--- src/rtl/procyon_bitmap2binary_serializer_if.sv ---
// rtl/procyon_bitmap2binary_serializer_if.sv - bitmap-in / index-out handshake bundle for the bitmap serializer
// Optional o_remaining member present when PROCYON_BITMAP_SERIALIZER_COUNT_EN is defined.
interface procyon_bitmap2binary_serializer_if #(
    parameter int OPTN_VECTOR_WIDTH = 8
);
    localparam int BINARY_WIDTH = (OPTN_VECTOR_WIDTH == 1) ? 1 : $clog2(OPTN_VECTOR_WIDTH);

    logic                         i_valid;
    logic                         o_ready;
    logic [OPTN_VECTOR_WIDTH-1:0] i_vector;
    logic                         o_valid;
    logic                         i_ready;
    logic [BINARY_WIDTH-1:0]      o_binary;
    logic                         o_last;
`ifdef PROCYON_BITMAP_SERIALIZER_COUNT_EN
    logic [BINARY_WIDTH:0]        o_remaining;

    modport slave (
        input  i_valid, i_vector, i_ready,
        output o_ready, o_valid, o_binary, o_last, o_remaining
    );
    modport master (
        output i_valid, i_vector, i_ready,
        input  o_ready, o_valid, o_binary, o_last, o_remaining
    );
`else
    modport slave (
        input  i_valid, i_vector, i_ready,
        output o_ready, o_valid, o_binary, o_last
    );
    modport master (
        output i_valid, i_vector, i_ready,
        input  o_ready, o_valid, o_binary, o_last
    );
`endif
endinterface

--- src/rtl/procyon_bitmap2binary_serializer.sv ---
// rtl/procyon_bitmap2binary_serializer.sv - serializes a latched bitmap into set-bit indices, lowest first
// Optional popcount output o_remaining guarded by PROCYON_BITMAP_SERIALIZER_COUNT_EN.
module procyon_bitmap2binary_serializer #(
    parameter int OPTN_VECTOR_WIDTH = 8
) (
    input logic                               clk,
    input logic                               n_rst,
    procyon_bitmap2binary_serializer_if.slave bus
);
    localparam int BINARY_WIDTH = (OPTN_VECTOR_WIDTH == 1) ? 1 : $clog2(OPTN_VECTOR_WIDTH);

    localparam logic [0:0] IDLE  = 1'b0;
    localparam logic [0:0] DRAIN = 1'b1;

    logic [0:0]                   state_q, state_d;
    logic [OPTN_VECTOR_WIDTH-1:0] pending_q, pending_d;
    logic [OPTN_VECTOR_WIDTH-1:0] pending_lsb_cleared;
    logic [BINARY_WIDTH-1:0]      enc;
    logic                         single_bit;
    logic                         draining;

    assign draining = (state_q == DRAIN);

    // Scan high to low so the last hit, the lowest set bit, wins.
    always_comb begin
        enc = '0;
        for (int i = OPTN_VECTOR_WIDTH - 1; i >= 0; i--) begin
            if (pending_q[i]) begin
                enc = BINARY_WIDTH'(i);
            end
        end
    end

    assign pending_lsb_cleared = pending_q & (pending_q - OPTN_VECTOR_WIDTH'(1));
    assign single_bit          = (pending_q != '0) && (pending_lsb_cleared == '0);

    always_comb begin
        state_d   = state_q;
        pending_d = pending_q;
        if (!draining) begin
            if (bus.i_valid) begin
                pending_d = bus.i_vector;
                state_d   = (bus.i_vector != '0) ? DRAIN : IDLE;
            end
        end else if (bus.i_ready) begin
            pending_d = pending_lsb_cleared;
            if (single_bit) begin
                state_d = IDLE;
            end
        end
    end

    always_ff @(posedge clk or negedge n_rst) begin
        if (!n_rst) begin
            state_q   <= IDLE;
            pending_q <= '0;
        end else begin
            state_q   <= state_d;
            pending_q <= pending_d;
        end
    end

    assign bus.o_ready  = !draining;
    assign bus.o_valid  = draining;
    assign bus.o_binary = draining ? enc : '0;
    assign bus.o_last   = draining && single_bit;

`ifdef PROCYON_BITMAP_SERIALIZER_COUNT_EN
    localparam int COUNT_WIDTH = BINARY_WIDTH + 1;

    logic [COUNT_WIDTH-1:0] popcount;

    always_comb begin
        popcount = '0;
        for (int i = 0; i < OPTN_VECTOR_WIDTH; i++) begin
            popcount = popcount + COUNT_WIDTH'(pending_q[i]);
        end
    end

    assign bus.o_remaining = draining ? popcount : '0;
`endif
endmodule
--- src/flat_wrapper.sv ---
// flat-port wrapper written by rule: the top's interface ports become plain ports
module procyon_bitmap2binary_serializer_flat 
#(
    parameter int OPTN_VECTOR_WIDTH = 8
)
  (clk, n_rst, bus_i_valid, bus_i_vector, bus_i_ready, bus_o_ready, bus_o_valid, bus_o_binary, bus_o_last);
  procyon_bitmap2binary_serializer_if #(.OPTN_VECTOR_WIDTH(OPTN_VECTOR_WIDTH)) bus_i ();
  input logic clk;
  input logic n_rst;
  input wire logic [$bits(bus_i.i_valid)-1:0] bus_i_valid;
  input wire logic [$bits(bus_i.i_vector)-1:0] bus_i_vector;
  input wire logic [$bits(bus_i.i_ready)-1:0] bus_i_ready;
  output wire logic [$bits(bus_i.o_ready)-1:0] bus_o_ready;
  output wire logic [$bits(bus_i.o_valid)-1:0] bus_o_valid;
  output wire logic [$bits(bus_i.o_binary)-1:0] bus_o_binary;
  output wire logic [$bits(bus_i.o_last)-1:0] bus_o_last;
  assign bus_i.i_valid = bus_i_valid;
  assign bus_i.i_vector = bus_i_vector;
  assign bus_i.i_ready = bus_i_ready;
  assign bus_o_ready = bus_i.o_ready;
  assign bus_o_valid = bus_i.o_valid;
  assign bus_o_binary = bus_i.o_binary;
  assign bus_o_last = bus_i.o_last;
  procyon_bitmap2binary_serializer #(.OPTN_VECTOR_WIDTH(OPTN_VECTOR_WIDTH)) u_core (.clk(clk), .n_rst(n_rst), .bus(bus_i));
endmodule
--- config.mk ---
export PLATFORM = sky130hd
export DESIGN_NAME = procyon_bitmap2binary_serializer_flat
export DESIGN_NICKNAME = d
export VERILOG_FILES = /design/src/rtl/procyon_bitmap2binary_serializer_if.sv /design/src/rtl/procyon_bitmap2binary_serializer.sv /design/src/flat_wrapper.sv
export SDC_FILE = /design/constraint.sdc
export NUM_CORES = 1
export LEC_CHECK = 0
export CORE_UTILIZATION = 35
export DETAILED_ROUTE_END_ITERATION = 16
export GPL_TIMING_DRIVEN = 0
export PLACE_DENSITY = 0.6
export SLEW_MARGIN = 0
export SYNTH_ARGS = -nofsm -noshare
export SYNTH_HDL_FRONTEND = slang
export SYNTH_SLANG_ARGS = --single-unit
--- constraint.sdc ---
create_clock -name clk -period 1.79 [get_ports clk]
set_input_delay 0.2685 -clock clk [delete_from_list [all_inputs] [get_ports clk]]
set_output_delay 0.2685 -clock clk [all_outputs]
set_load 0.1 [all_outputs]
# Word level (Yosys, flattened, before mapping)

Cells that the tools add are included.

Add/sub/neg operators: 1
Equal/unequal tests: 1
Muxes and demuxes: 17
Bitwise operators: 1
Reductions and logical operators: 8

Operators with widths:

| cell                                              | number |
|---|---|
| two-way mux 3 bit                                 | 9 |
| two-way mux 8 bit                                 | 3 |
| nonzero test 8 bit                                | 2 |
| bitwise AND 8 bit                                 | 1 |
| zero test 8 bit                                   | 1 |
| subtractor 8 x 1 -> 8 bit (second input constant) | 1 |
| two-way mux 1 bit                                 | 5 |
| logical AND 1 bit                                 | 2 |
| inequality test 2 bit (second input constant)     | 1 |
| AND reduction 2 bit                               | 1 |
| nonzero test 2 bit                                | 1 |
| zero test 1 bit                                   | 1 |

Register bits after elaboration: 9
Input port bits: 12
Output and inout port bits: 6

# Depth between registers and ports, before layout

Depth in word-level cells: 9
Depth in mapped cells: 5

# Worst setup path before layout

OpenSTA, ideal clock, no wires.

Path kind: reg2out
Start: register u_core.state_q, in the netlist u_core.bus.o_valid
End: output port bus_o_binary[1]
Arrival: 6.443 ns
Required time: 1.521 ns
Path slack: -4.922 ns
Cell stages (with the launch flop): 3
Cells stage by stage: dfrtp_1 -> inv_1 -> a2111oi_0

Cells in the longest elaborated chain, start to end: 1

RTL lines:

| item                   | RTL line                               | text |
|---|---|---|
| from (decl)            | procyon_bitmap2binary_serializer.sv:15 | `logic [0:0] state_q, state_d;` |
| from (signal assigned) | procyon_bitmap2binary_serializer.sv:58 | `state_q <= state_d;` |
| two-way mux 3 bit      | procyon_bitmap2binary_serializer.sv:65 | `assign bus.o_binary = draining ? enc : '0;` |
| to (decl)              | flat_wrapper.sv:15                     | `output wire logic [$bits(bus_i.o_binary)-1:0] bus_o_binary;` |

No other way between the ends.

# Worst setup path in the final report

Start: register u_core.pending_q[1]
End: output port bus_o_last

Cells in the longest elaborated chain, start to end: 5

RTL lines:

| item                      | RTL line                               | text |
|---|---|---|
| from (decl)               | procyon_bitmap2binary_serializer.sv:16 | `logic [OPTN_VECTOR_WIDTH-1:0] pending_q, pending_d;` |
| from (signal assigned)    | procyon_bitmap2binary_serializer.sv:59 | `pending_q <= pending_d;` |
| subtractor 8 x 1 -> 8 bit | procyon_bitmap2binary_serializer.sv:34 | `assign pending_lsb_cleared = pending_q & (pending_q - OPTN_VECTOR_WIDTH'(1));` |
| bitwise AND 8 bit         | procyon_bitmap2binary_serializer.sv:34 |  |
| zero test 8 bit           | procyon_bitmap2binary_serializer.sv:35 | `assign single_bit = (pending_q != '0) && (pending_lsb_cleared == '0);` |
| logical AND 1 bit (*)     | procyon_bitmap2binary_serializer.sv:35 |  |
| logical AND 1 bit (*)     | procyon_bitmap2binary_serializer.sv:66 | `assign bus.o_last = draining && single_bit;` |
| to (decl)                 | flat_wrapper.sv:16                     | `output wire logic [$bits(bus_i.o_last)-1:0] bus_o_last;` |

Every way passes the cells marked *; elsewhere a longest branch is shown, timed or not.

==> impl_metrics.toml <==
[layout]
final_layout_size_suffix_gt1_share_pct = 49.52
layout.nets = 118
syn2layout_area_growth_pct = 69.56
antennaDiodeCount = 0
layoutNonFillerInstCount = 130

[run]
maxCapViolCount = 0

[clocking]
cts.sinks = 9
cts_made_buffers = 3
clk-insertion-delay-late_ns = 0.27
cts_tree = "built"
ctsHoldBuffers = 0
clock-root-buffer = "sky130_fd_sc_hd__clkbuf_4"
clock_path_buffers = 2
clk_pin_slew_ns = 0.07
h-tree-depth = 1

[timing]
timing_hold_violations_final = 0
clock_skew_ns = 0.002467
fin_hold_ws_ns = 0.3189
max_clock_freq_mhz = 443.9
worst_pin_slew_ns = 0.5431
setup_viol_count_final = 4
final_period_demand_of_the_worst_path_ns = 2.253
fin_setup_tns_ns = -0.9700
rsz0062_at_grt = "yes"
relSlewSlack_pct = 63.96
final_critical_path_setup_slack_ns = -0.4627
final_max_slew_viol_count = 0
final_min_period_over_clock_period_pct = 125.8

[worst_setup_path]
crit_path_top_delay_cell = "sky130_fd_sc_hd__or4_4"
timing.reg2reg.setup_slack_ns = 0.01
critical_path.reg2reg.startpoint = "u_core.pending_q[1]"
timing.reg2reg.worst_path_depth = 5
setup.worst_path.end_class = "output port"
worstSetupPathType = "reg -> out"
startpoint_type = "flip-flop"
critical_path_peak_fanout = 6
path_cells = "or4_4 > o21a_1 > o21ai_2 > and3_4 > buf_12"
cp_top_family = "simple AND/OR/NAND/NOR gates"
cp-startpoint = "u_core.pending_q[1]"
critical_path.max_stage_delay_ns = 0.51
reg2reg_to = "u_core.pending_q[6]"
critPathBufInv = 1
critical_path_arrival_ns = 1.98
timing.critical_path.required_ns = 1.52

[place]
port_buffers = 16
placedCellCount = 111
gp_congestion = 0.7507
detailedPlacementHpwl_um = 1247

[global_routing]
globalRouteOverflowTotal = 0
globalRouteTotalUtil_pct = 21.63
antenna_found_initial = 0
pin_count_of_the_biggest_net_entering_global_routing = 11
grt_pass1_wl_um = 3132
number_of_global_route_vias_before_repair = 629

[run_status]
violations = "setup timing"
status = "finished with violations"

[drt]
vias = 711
route.antenna.remaining_nets = 0
dr.pass1.iters = 4
routed_via_density = 5.469
detailed_route_wire_length_per_cell_um = 14.87
route.detailed.drc = 0
routed_wirelength_um = 1933
first_iter_violations = 10

[synth]
netlist_instances = 70
postSynthRegisterBits = 9
netlist_area_before_placement_um2 = 678.2
synth.yosys.seq_area_share_pct = 33.21
syn_area_per_cell_um2 = 9.688
synth-warning-count = 0
mappedNetlistNets = 82
netlist-cell-type-count = 33

[floorplan]
floorplan.die.height_um = 46.02
rows = 15
die_area_um2 = 2117
ios = 18
die_x_um = 46.02
initial_core_util_pct = 38.44
core_region_area_um2 = 1764

[worst_hold_path]
hold_path_class = "in -> async"
-- timing repair --
item	in CTS	in global routing
endpoints found under the setup margin	6	5
gates cloned	0	0
buffers inserted	6	10
resized for setup	48	10
pin swaps	3	7
-- cells in the mapped netlist --
cell | number | area [µm²]
sky130_fd_sc_hd__and3_1 | 1 | 6.260
sky130_fd_sc_hd__o21ai_0 | 8 | 40.04
sky130_fd_sc_hd__buf_2 | 1 | 5.000
sky130_fd_sc_hd__inv_1 | 3 | 11.26
sky130_fd_sc_hd__a22o_2 | 1 | 10.01
sky130_fd_sc_hd__o21bai_1 | 1 | 7.510
sky130_fd_sc_hd__a41oi_1 | 1 | 8.760
sky130_fd_sc_hd__a2111oi_0 | 1 | 8.760
sky130_fd_sc_hd__nand2_1 | 2 | 7.510
sky130_fd_sc_hd__o311ai_2 | 1 | 16.27
sky130_fd_sc_hd__o21a_1 | 1 | 7.510
sky130_fd_sc_hd__nand3_1 | 1 | 5.000
sky130_fd_sc_hd__o211a_1 | 1 | 10.01
sky130_fd_sc_hd__o31ai_2 | 1 | 12.51
sky130_fd_sc_hd__nor2_1 | 3 | 11.26
sky130_fd_sc_hd__dfrtp_1 | 9 | 225.2
sky130_fd_sc_hd__maj3_1 | 1 | 10.01
sky130_fd_sc_hd__nor2b_1 | 3 | 18.77
sky130_fd_sc_hd__nor4_1 | 3 | 18.77
sky130_fd_sc_hd__mux2i_1 | 5 | 50.05
sky130_fd_sc_hd__a22o_1 | 3 | 26.28
sky130_fd_sc_hd__o21ai_1 | 2 | 10.01
sky130_fd_sc_hd__a2111o_1 | 1 | 11.26
sky130_fd_sc_hd__o211ai_1 | 3 | 22.52
sky130_fd_sc_hd__a21oi_1 | 2 | 10.01
sky130_fd_sc_hd__or3_1 | 1 | 6.260
sky130_fd_sc_hd__a21o_1 | 1 | 7.510
sky130_fd_sc_hd__o31ai_1 | 1 | 7.510
sky130_fd_sc_hd__or3_4 | 1 | 11.26
sky130_fd_sc_hd__buf_6 | 4 | 45.04
sky130_fd_sc_hd__or4_4 | 1 | 11.26
sky130_fd_sc_hd__or3b_4 | 1 | 11.26
sky130_fd_sc_hd__a211oi_1 | 1 | 7.510
-- state kept, by name, indices dropped and copies added (netlist names) --
name,count
u_core.pending_q,8
u_core.bus.o_valid,1
-- placed cells by master, fill, tap and decap left out, types with 3 or more instances in the layout --
cell type / n
sky130_fd_sc_hd__a22o_1: 3
sky130_fd_sc_hd__buf_12: 3
sky130_fd_sc_hd__buf_4: 14
sky130_fd_sc_hd__buf_6: 5
sky130_fd_sc_hd__clkbuf_4: 3
sky130_fd_sc_hd__clkdlybuf4s50_1: 10
sky130_fd_sc_hd__dfrtp_1: 3
sky130_fd_sc_hd__dfrtp_2: 5
sky130_fd_sc_hd__mux2i_1: 5
sky130_fd_sc_hd__nor4_1: 3
sky130_fd_sc_hd__o211ai_1: 3
sky130_fd_sc_hd__o21ai_0: 7
-- worst max path at each step --
stage / endpoint / cells past startpoint / slack [ns]
6_report: bus_o_last / 5 / -0.46
5_1_grt: bus_o_last / 5 / -0.51
4_1_cts: bus_o_last / 6 / -0.48
3_5_place_dp: bus_o_last / 5 / -1.22
3_3_place_gp: bus_o_last / 5 / -1.21
2_1_floorplan: bus_o_binary[1] / 2 / -0.99
-- routing by layer --
layer | global-route usage (%) | up-vias | wire length (µm)
li1 | - | 346 | -
met1 | 29.30 | 345 | 866
met2 | 32.96 | 16 | 975
met3 | 2.381 | 4 | 49
met4 | 12.35 | 0 | 41
met5 | 0 | - | 0
-- through the flow --
| stage | utilization (%) | cell area, µm² | setup slack [ns] |
|---|---|---|---|
| floorplan | - | 721.9 | -0.9872 |
| global placement | 51.77 | 913.4 | -1.208 |
| detailed placement | 51.77 | 913.4 | -1.220 |
| CTS | 58.58 | 1033 | -0.4818 |
| global route | 65.18 | 1150 | -0.5097 |
| finish | 65.18 | 1150 | -0.4627 |
-- logic make-up after synthesis --
group                      count (synthesis)  synth area share (%)
buffers and inverters                      8                 9.039
DFF                                        9                 33.21
adders and majority gates                  1                 1.476
muxes                                      5                 7.380
AOI/OAI and AO/OA                         30                 33.03
and+or+nand+nor                           17                 15.87
-- area by class of cell --
type	count	area (µm²)
Multi-Input combinational cell	53	478.0
Fill cell	157	614.3
Timing Repair Buffer	32	325.3
Tap cell	25	31.28
Buffer	4	38.79
Sequential cell	9	235.2
Inverter	3	15.01
Clock buffer	4	26.28
Power is left out: the tool's default activity adds up to more than one toggle a clock period on the data nets, which glitch-free logic cannot reach.
